File: config.mk
export PLATFORM = sky130hd
export DESIGN_NAME = elastic_fifo_buffer
export DESIGN_NICKNAME = d
export VERILOG_FILES = /design/src/rtl/elastic_fifo_buffer.sv
export SDC_FILE = /design/constraint.sdc
export NUM_CORES = 1
export LEC_CHECK = 0
export CORE_MARGIN = 3
export CORE_UTILIZATION = 57
export DETAILED_ROUTE_END_ITERATION = 16
export PLACE_DENSITY_LB_ADDON = 0.2
export REMOVE_ABC_BUFFERS = 1
export SLEW_MARGIN = 10
export SYNTH_ARGS = -nofsm -noshare
export SYNTH_HDL_FRONTEND = slang
export SYNTH_SLANG_ARGS = --single-unit
File: constraint.sdc
create_clock -name clk -period 2.6 [get_ports clk]
set_input_delay 0.78 -clock clk [delete_from_list [all_inputs] [get_ports clk]]
set_output_delay 0.78 -clock clk [all_outputs]
set_load 0.005 [all_outputs]
File: src/rtl/elastic_fifo_buffer.sv
// DEPTH-entry ready/valid elastic buffer with registered ready_in, occupancy count,
// almost-full flag and synchronous flush. Pointers wrap by compare so any DEPTH works.
module elastic_fifo_buffer #(
    parameter type T        = logic [7:0],
    parameter int  DEPTH    = 4,
    parameter int  AF_LEVEL = DEPTH - 1
) (
    input  logic                       clk,
    input  logic                       reset,
    input  logic                       flush,
    input  logic                       valid_in,
    output logic                       ready_in,
    input  T                           data_in,
    output logic                       valid_out,
    input  logic                       ready_out,
    output T                           data_out,
    output logic [$clog2(DEPTH+1)-1:0] count,
    output logic                       almost_full
);
    localparam int PTR_W = (DEPTH > 1) ? $clog2(DEPTH) : 1;
    localparam int CNT_W = $clog2(DEPTH + 1);

    T                 mem_q [DEPTH];
    logic [PTR_W-1:0] wr_ptr_q, wr_ptr_d;
    logic [PTR_W-1:0] rd_ptr_q, rd_ptr_d;
    logic [CNT_W-1:0] count_q, count_d;
    logic             ready_in_q, ready_in_d;
    logic             push, pop;

    function automatic logic [PTR_W-1:0] ptr_inc(input logic [PTR_W-1:0] p);
        return (p == PTR_W'(DEPTH - 1)) ? '0 : p + PTR_W'(1);
    endfunction

    assign valid_out   = (count_q != '0);
    assign push        = valid_in & ready_in_q;
    assign pop         = valid_out & ready_out;
    assign ready_in    = ready_in_q;
    assign count       = count_q;
    assign data_out    = mem_q[rd_ptr_q];
    assign almost_full = (count_q >= CNT_W'(AF_LEVEL));

    always_comb begin
        wr_ptr_d   = wr_ptr_q;
        rd_ptr_d   = rd_ptr_q;
        count_d    = count_q;
        ready_in_d = ready_in_q;
        if (flush) begin
            wr_ptr_d   = '0;
            rd_ptr_d   = '0;
            count_d    = '0;
            ready_in_d = 1'b1;
        end else begin
            if (push) wr_ptr_d = ptr_inc(wr_ptr_q);
            if (pop)  rd_ptr_d = ptr_inc(rd_ptr_q);
            if (push && !pop)      count_d = count_q + CNT_W'(1);
            else if (pop && !push) count_d = count_q - CNT_W'(1);
            // ready_in looks at the post-update count so it is never high while full
            ready_in_d = (count_d != CNT_W'(DEPTH));
        end
    end

    always_ff @(posedge clk or negedge reset) begin
        if (!reset) begin
            wr_ptr_q   <= '0;
            rd_ptr_q   <= '0;
            count_q    <= '0;
            ready_in_q <= 1'b0;
        end else begin
            wr_ptr_q   <= wr_ptr_d;
            rd_ptr_q   <= rd_ptr_d;
            count_q    <= count_d;
            ready_in_q <= ready_in_d;
        end
    end

    always_ff @(posedge clk) begin
        if (push && !flush) mem_q[wr_ptr_q] <= data_in;
    end
endmodule

==> reports/metrics.cfg <==
[synthesis]
syn_area_sq_mm = 0.00176
ys_seq_elements = 40
syn-instance-count = 109
synth.distinct_cells = 32
synthArstFlopShare_pct = 20.0
synth-seq-area-share_pct = 65.9
synthFlopType = edfxtp_1
yosysTopAreaCell = edfxtp_1
synth.avg_cell_area_sq_um = 16.2
netlist.area_leader.share_pct = 54.5
synth_edf_count = 32
yosysWarningCount = 0
ys_top_cells_by_area = edfxtp_1 55%, dfrtp_1 11%, mux4_2 10%

[finish]
fillCellCount = 180
num_antenna_cells = 0
nets = 171
drive_gt1_share_pct = 24.0
most-common-layout-cells = 32 x edfxtp_1, 16 x clkdlybuf4s50_1, 9 x buf_4
regArea_sq_mm = 0.00116
final_common_cell = edfxtp_1
syn_to_final_growth_pct = 26.8
multi_input_area_sq_um = 566
utilization_pct = 78.3

[floorplan]
die_w_um = 61.6
start_util_pct = 61.8
die_area_sq_mm = 0.00379
die_h_um = 61.6
core_area_sq_mm = 0.00285
io_pins = 27
fp-row-count = 19

[clock_network]
clock_latency_ns = 0.33
cts_sinks = 40
tritoncts = yes
clk_pin_slew_ns = 0.12
cts-root-buf = clkbuf_4
hold_buffers = 0
cts_buffers = 5
cts_max_path_buffers = 2
htree_levels = 2

[critical_path]
r2r_cells = 6
worst_ep_arrival_time_ns = 1.76
start_kind = register
slowest_stage = mux4_2
end_kind = output port
slowest_delay_ns = 0.49
r2r_slack_ns = 0.89
crit_type = reg2out
crit_chain = buf_6, buf_4, mux4_2, dlygate4sd2_1
r2r-end = ready_in
critical_path_required_ns = 1.82
cp_max_fo = 6
rr_startpoint = count[0]
cp-endpoint = data_out[2]
crit_start = rd_ptr_q[0]

[detailed_routing]
vias = 1033
first_pass_iters = 4
drt_iter0_markers = 38
antenna_left = 0
via_per_inst = 5.71
routed_wirelength_mm = 3.13
wl_per_cell_um = 17.3
drc = 0

[grt]
first_global_vias = 1097
grt_max_degree = 13
grtUsageTotal_pct = 18.8
grt_pass1_wl_mm = 5.00
antenna_found_initial = 0
overflow = 0

[timing]
hold_viol_final = 0
setup_tns_ns = 0
rsz0062_at_grt = yes
fmax_ghz = 0.393
worst_slew_pin_slew_ns = 0.400
skew_ns = 0.00844
fin_crit_sh_pct = 97.8
maxSlewHeadroom_pct = 73.2
setup_viol = 0
slew_violations = 0
finalCriticalPeriod_ns = 2.54

[place]
detailedPlacementHpwl_mm = 2.22
portBuffers = 26
gp_congestion = 0.746

[pwr]
ir_worst_vdd_mv = 0.763
swShare_pct = 28.7
p_per_area_mw_per_mm2 = 828
p_int_mw = 1.32
combPwrFrac_pct = 36.2
p_sw_uw = 530
p_leak_nw = 0.879
clockPowerShare_pct = 21.0
sequentialPowerShare_pct = 42.8

[hold_path]
hold_class = reg2reg
min_path_cells = 2

[run_status]
status = finished clean

[flow_run]
cap_violations = 0

[power by group through the flow]
stage	clock network, mW	registers (mW)	logic, mW
2_1_floorplan	0	0.826	0.337
3_3_place_gp	0	0.806	0.628
3_5_place_dp	0	0.809	0.649
4_1_cts	0.399	0.788	0.675
5_1_grt	0.425	0.801	0.736
6_report	0.388	0.792	0.669
[timing repair]
action                                  in CTS  in global routing
endpoints found under the hold margin        0                  0
endpoints found under the setup margin       8                  8
gates resized for setup                      4                 12
setup buffers                                3                  0
[through the flow]
step	cell area (sq um)	hold WS, ns	total power, mW	std cells	worst slack (ns)
5_1_grt	2230	0.626	1.96	181	-0.0173
3_3_place_gp	2100	0.564	1.43	170	0.341
6_report	2230	0.587	1.85	181	0.0576
3_5_place_dp	2100	0.573	1.46	170	0.199
4_1_cts	2200	0.590	1.86	181	-0.0195
2_1_floorplan	1750	0.484	1.16	105	0.527
[sequential cells by signal (all words and copies together) (netlist names)]
signal,flops
rd_ptr_q,2
wr_ptr_q,2
count,3
ready_in,1
mem_q,32
[Yosys cell counts (2+ instances only)]
cell type and instances:
a21oi_1 4, ha_1 9, xnor2_1 2, nor2_1 5
o21ai_1 2, inv_1 5, dfrtp_1 8, nand3_1 2
clkbuf_1 2, edfxtp_1 32, nor3b_1 4, mux4_2 8
inv_2 2, nand2_1 6
[logic make-up after synthesis]
kind of cell	share of synthesized area (%)
flip-flops	65.9
AND/OR/NAND/NOR	7.81
buffers and inverters	2.41
adder cells (fa/ha/maj)	6.39
XOR/XNOR	0.994
multiplexers	10.8
AO/OA/AOI/OAI	5.68
[worst min path at each step]
stage	startpoint	endpoint	slack, ns
floorplan	reset	count[0]	0.48
global placement	wr_ptr_q[1]	wr_ptr_q[1]	0.56
detailed placement	wr_ptr_q[1]	wr_ptr_q[1]	0.57
CTS	wr_ptr_q[1]	wr_ptr_q[1]	0.59
global route	wr_ptr_q[1]	wr_ptr_q[1]	0.63
finish	wr_ptr_q[1]	wr_ptr_q[1]	0.59
[layer usage]
metal / global-route usage [%] / wire length (um) / vias up
met1: 23.2 / 1300 / 506
li1: - / - / 497
met5: 0 / 0 / -
met3: 4.19 / 139 / 6
met2: 31.5 / 1650 / 24
met4: 8.79 / 44 / 0
[layout make-up]
class | count | area share, %
Clock buffer | 6 | 1.85
Sequential cell | 40 | 52.0
Multi-Input combinational cell | 58 | 25.3
Clock inverter | 2 | 1.57
Inverter | 7 | 1.18
Timing Repair Buffer | 37 | 16.3
Tap cell | 31 | 1.74
[worst max-delay path: cells and delay by family, from the launching register on]
kind / cells / cell delay (ns)
DFF: 1 / 0.40
muxes: 1 / 0.49
buffers and inverters: 3 / 0.54
Power figures use the tool's default switching activity.
